File: src/rtl/regfile_write_arbiter.sv
// Register-file write-port arbiter with per-register busy scoreboard.
// Round-robins the single write port between the ALU and load writeback
// paths, registers the winning write for one cycle, and tracks which
// registers still have an issued write outstanding.
module regfile_write_arbiter #(
    parameter int unsigned DATA_WIDTH = 16,
    parameter int unsigned ADDR_WIDTH = 3,
    parameter int unsigned NUM_REGS   = 8
) (
    input  logic                  clock,
    input  logic                  reset,
    input  logic                  issueValid,
    input  logic [ADDR_WIDTH-1:0] issueDest,
    output logic                  issueReady,
    input  logic                  aluValid,
    input  logic [ADDR_WIDTH-1:0] aluDest,
    input  logic [DATA_WIDTH-1:0] aluData,
    output logic                  aluReady,
    input  logic                  memValid,
    input  logic [ADDR_WIDTH-1:0] memDest,
    input  logic [DATA_WIDTH-1:0] memData,
    output logic                  memReady,
    output logic [ADDR_WIDTH-1:0] regDestination,
    output logic [DATA_WIDTH-1:0] writeData,
    output logic                  writeEnable,
    output logic [NUM_REGS-1:0]   busyMask,
    output logic                  strayWrite
);

    typedef enum logic {
        SIDE_ALU = 1'b0,
        SIDE_MEM = 1'b1
    } side_e;

    side_e                 rr_ptr_q, rr_ptr_d;
    logic                  we_q, we_d;
    logic [ADDR_WIDTH-1:0] dest_q, dest_d;
    logic [DATA_WIDTH-1:0] data_q, data_d;
    logic [NUM_REGS-1:0]   busy_q, busy_d;
    logic                  stray_q, stray_d;

    // Grant selection: a lone requester wins; on contention the round-robin side wins.
    always_comb begin
        aluReady = 1'b0;
        memReady = 1'b0;
        if (aluValid && (!memValid || rr_ptr_q == SIDE_ALU)) begin
            aluReady = 1'b1;
        end else if (memValid) begin
            memReady = 1'b1;
        end
    end

    // Issue is held off while the destination still has a write outstanding.
    always_comb begin
        issueReady = ~busy_q[issueDest];
    end

    // Next-state: capture the granted write, rotate priority, update the scoreboard.
    always_comb begin
        rr_ptr_d = rr_ptr_q;
        we_d     = 1'b0;
        dest_d   = dest_q;
        data_d   = data_q;
        busy_d   = busy_q;
        stray_d  = 1'b0;

        // Commit clears first so that a same-edge issue to that register wins.
        if (we_q) begin
            busy_d[dest_q] = 1'b0;
        end
        if (issueValid && issueReady) begin
            busy_d[issueDest] = 1'b1;
        end

        if (aluReady) begin
            we_d     = 1'b1;
            dest_d   = aluDest;
            data_d   = aluData;
            rr_ptr_d = SIDE_MEM;
        end else if (memReady) begin
            we_d     = 1'b1;
            dest_d   = memDest;
            data_d   = memData;
            rr_ptr_d = SIDE_ALU;
        end

        // Stray if the target will not be marked busy during the commit cycle.
        stray_d = we_d && !busy_d[dest_d];
    end

    // State registers; reset drops any in-flight write immediately.
    always_ff @(posedge clock or posedge reset) begin
        if (reset) begin
            rr_ptr_q <= SIDE_ALU;
            we_q     <= 1'b0;
            dest_q   <= '0;
            data_q   <= '0;
            busy_q   <= '0;
            stray_q  <= 1'b0;
        end else begin
            rr_ptr_q <= rr_ptr_d;
            we_q     <= we_d;
            dest_q   <= dest_d;
            data_q   <= data_d;
            busy_q   <= busy_d;
            stray_q  <= stray_d;
        end
    end

    assign writeEnable    = we_q;
    assign regDestination = dest_q;
    assign writeData      = data_q;
    assign busyMask       = busy_q;
    assign strayWrite     = stray_q;

endmodule

File: config.mk
export PLATFORM = sky130hd
export DESIGN_NAME = regfile_write_arbiter
export DESIGN_NICKNAME = d
export VERILOG_FILES = /design/src/rtl/regfile_write_arbiter.sv
export SDC_FILE = /design/constraint.sdc
export NUM_CORES = 1
export LEC_CHECK = 0
export ABC_CLOCK_PERIOD_IN_PS = 1750
export CORE_MARGIN = 2
export CORE_UTILIZATION = 39
export DETAILED_ROUTE_END_ITERATION = 8
export GPL_ROUTABILITY_DRIVEN = 0
export HOLD_SLACK_MARGIN = 0.12
export PLACE_DENSITY_LB_ADDON = 0.15
export SYNTH_ARGS = -nofsm -noshare
export SYNTH_HDL_FRONTEND = slang
export SYNTH_SLANG_ARGS = --single-unit
File: constraint.sdc
create_clock -name clock -period 1.75 [get_ports clock]
set_input_delay 0.2625 -clock clock [delete_from_list [all_inputs] [get_ports clock]]
set_output_delay 0.2625 -clock clock [all_outputs]
set_load 0.1 [all_outputs]
==> results of run 1 <==
[flip-flops by register name, summed over array words and instances (netlist names)]
register,count
writeData,16
busyMask,8
regDestination,3
writeEnable,1
rr_ptr_q,1
strayWrite,1
[where the power goes]
part           leakage, uW  switching [uW]  internal [uW]
Clock            0.0000482             266            317
Combinational     0.000925            1590            974
Sequential        0.000344             197            871
[routing by layer]
metal  share of wire, %  vias to the layer above
met5                  0                        -
met4                2.2                        0
met3                6.8                       11
met2                 54                       72
met1                 37                      718
li1                   -                      714
[stage by stage]
| stage | power (uW) | cell area (sq um) | hold slack (ns) | setup TNS (ns) |
|---|---|---|---|---|
| 5_1_grt | 4350 | 2950 | 0.420 | -0.265 |
| 4_1_cts | 4190 | 2920 | 0.372 | -0.151 |
| 3_5_place_dp | 3560 | 2800 | 0.552 | -1.09 |
| 3_3_place_gp | 3510 | 2800 | 0.556 | -0.615 |
| 2_1_floorplan | 2520 | 1570 | 0.353 | -0.309 |
| 6_report | 4210 | 2950 | 0.362 | -0.142 |
[final cells by class]
class                   count  area, sq um  share of cell area [%]
clock buffers               7         86.3                    2.93
clock inverters             1         5.00                   0.170
inverters                   8         30.0                    1.02
multi-input cells         100          744                    25.2
flip-flops and latches     30          777                    26.3
well taps                  48         60.1                    2.04
repair buffers             98         1250                    42.3
[cells by family (layout without fill, tap and decap cells)]
family,count (synthesis),count (layout),synth area share (%)
AOI/OAI and AO/OA,41,41,17.8
muxes,26,26,18.7
buffers and inverters,16,114,4.27
and+or+nand+nor,33,33,9.93
DFF,30,30,49.3
[timing repair]
action                                 4_1_cts  5_1_grt
setup buffers                                4        3
resized for setup                            3        6
setup endpoints to repair                    4        3
pin swaps                                    2        3
endpoints found under the hold margin        0        0
[worst max-delay path, cell delays in order (launching register included)]
cell     delay [ns]
dfrtp_4        0.47
mux4_2         0.50
mux2i_4        0.18
buf_12         0.20
[path summary, 6_finish.rpt]
kind | start | to | slack, ns | depth (start not counted)
setup / recovery | busyMask[5] | issueReady | -0.14 | 3
hold / removal | reset | writeData[0] | 0.36 | 3
setup reg to reg | regDestination[0] | strayWrite | 0.04 | 5
hold reg to reg | busyMask[7] | busyMask[7] | 0.53 | 1
max in group asynchronous | reset | regDestination[2] | 1.08 | 3
min in group clock | issueDest[2] | busyMask[6] | 0.45 | 3
[cell usage after synthesis]
cell / instances / area [sq um]
a211oi_1: 2 / 15.0
a211oi_4: 1 / 20.0
a21boi_4: 1 / 18.8
a21oi_1: 3 / 15.0
a31oi_1: 5 / 31.3
a41oi_1: 2 / 17.5
and2_1: 1 / 6.26
buf_2: 4 / 20.0
clkbuf_1: 4 / 15.0
dfrtp_1: 30 / 751
inv_1: 8 / 30.0
mux2i_1: 24 / 240
mux4_2: 2 / 45.0
nand2_1: 18 / 67.6
nand2b_1: 1 / 6.26
nand3_1: 2 / 10.0
nor2_1: 4 / 15.0
nor2b_1: 2 / 12.5
nor2b_2: 1 / 8.76
nor3_1: 1 / 5.00
nor3b_1: 1 / 7.51
o21a_1: 1 / 7.51
o21ai_0: 20 / 100
o22ai_1: 1 / 6.26
o31ai_1: 3 / 22.5
o41ai_1: 2 / 17.5
or2_2: 1 / 6.26
or3_1: 1 / 6.26
==> flow_summary.ini, run 1 <==
[drt]
routed_wl_um = 4870
drtAntennaViolNets = 0
via_per_inst = 5.19
dr.pass1.iters = 4
dr.first_iter.drc_count = 92
num_vias = 1515
wl_per_cell_um = 16.7
drc = 0

[timing]
final.setup_skew_ns = 0.00689
worst_pin_slew_ns = 0.444
rsz0062_at_grt = yes
finalSetupViolCount = 1
max_freq_ghz = 0.528
maxSlewHeadroom_pct = 70.3
slew_violations = 0
min_period_ns = 1.89
fin_ws_ns = -0.142
period_share_pct = 108
timing.final.hold_violations = 0

[floorplan]
die_area_sq_um = 4420
dieWidth_um = 66.5
design.core.area_sq_um = 3720
placementRows = 22
die-height_um = 66.5
ios = 78
initial_core_util_pct = 41.0

[global_routing]
track_usage_pct = 23.6
grt_max_degree = 31
grt_use_met2_pct = 41.8
grtUsageMet3_pct = 6.08
grt_overflow = 0
grt_pass1_vias = 1580
grt-busiest-layer = met2
antenna_found_initial = 0
gr-usage-met1_pct = 27.0
grt_pass1_wl_um = 7650

[clocking]
cts_root_buf = clkbuf_8
clk_pin_slew_ns = 0.07
cts_made_buffers = 5
cts-hold-fix-buffers = 0
cts.sinks = 30
clock_path_buffers = 2
cts_htree_levels = 2
clock_latency_ns = 0.28
cts_tree = done

[worst_setup_path]
crit_path_end_kind = output pin
cp-start-kind = flop
worstPathMaxFanout = 2
crit_type = flop to output pin
crit_arrival_ns = 1.63
critPathRequiredTime_ns = 1.49

[flow_run]
maxCapViolCount = 0

[yosys]
synth.avg_cell_area_sq_um = 10.4
ys_seq_area_share_pct = 49.3
synth_fp_nets = 192
synth_warnings = 0
yosysUniqueCellTypes = 28
syn_inst = 146
syn_area_sq_um = 1520
synth-seq-cells = 30

[finish]
layout_common_cells = clkdlybuf4s50_1, buf_12, mux2i_1
area_growth_pct = 93.6
drive_gt1_share_pct = 34.4
layout_commonest_cell = clkdlybuf4s50_1
fin_cells = 292
fill_cells = 239
nNetsFinal = 289
utilization_pct = 79.4
antennaDiodeCount = 0

[power]
p_leak_uw = 0.00132
ir_worst_vdd_mv = 0.978
power_density_nw_per_um2 = 1430

[placed_design]
io_buffer_count = 77
place_hpwl_um = 3620
dp_slack_ns = -0.444
place_inst = 278

[run_status]
status = complete, but fails checks
violations = setup timing

[hold_path]
hp-class = input port to async pin
Note: power is estimated with default switching activity, not from simulation.
==> run 2, diff against run 1 <==
--- a/config.mk
+++ b/config.mk
@@ -8,6 +8,7 @@
 export ABC_CLOCK_PERIOD_IN_PS = 1750
 export CORE_MARGIN = 2
 export CORE_UTILIZATION = 39
+export CTS_CLUSTER_DIAMETER = 40
 export DETAILED_ROUTE_END_ITERATION = 8
 export GPL_ROUTABILITY_DRIVEN = 0
 export HOLD_SLACK_MARGIN = 0.12
==> results of run 2 <==
The final DEF is identical to that of run 1; final timing and power are the same.
==> run 3, diff against run 2 <==
--- a/config.mk
+++ b/config.mk
@@ -11,7 +11,6 @@
 export CTS_CLUSTER_DIAMETER = 40
 export DETAILED_ROUTE_END_ITERATION = 8
 export GPL_ROUTABILITY_DRIVEN = 0
-export HOLD_SLACK_MARGIN = 0.12
 export PLACE_DENSITY_LB_ADDON = 0.15
 export SYNTH_ARGS = -nofsm -noshare
 export SYNTH_HDL_FRONTEND = slang
==> results of run 3 <==
The final DEF is identical to that of run 1; final timing and power are the same.
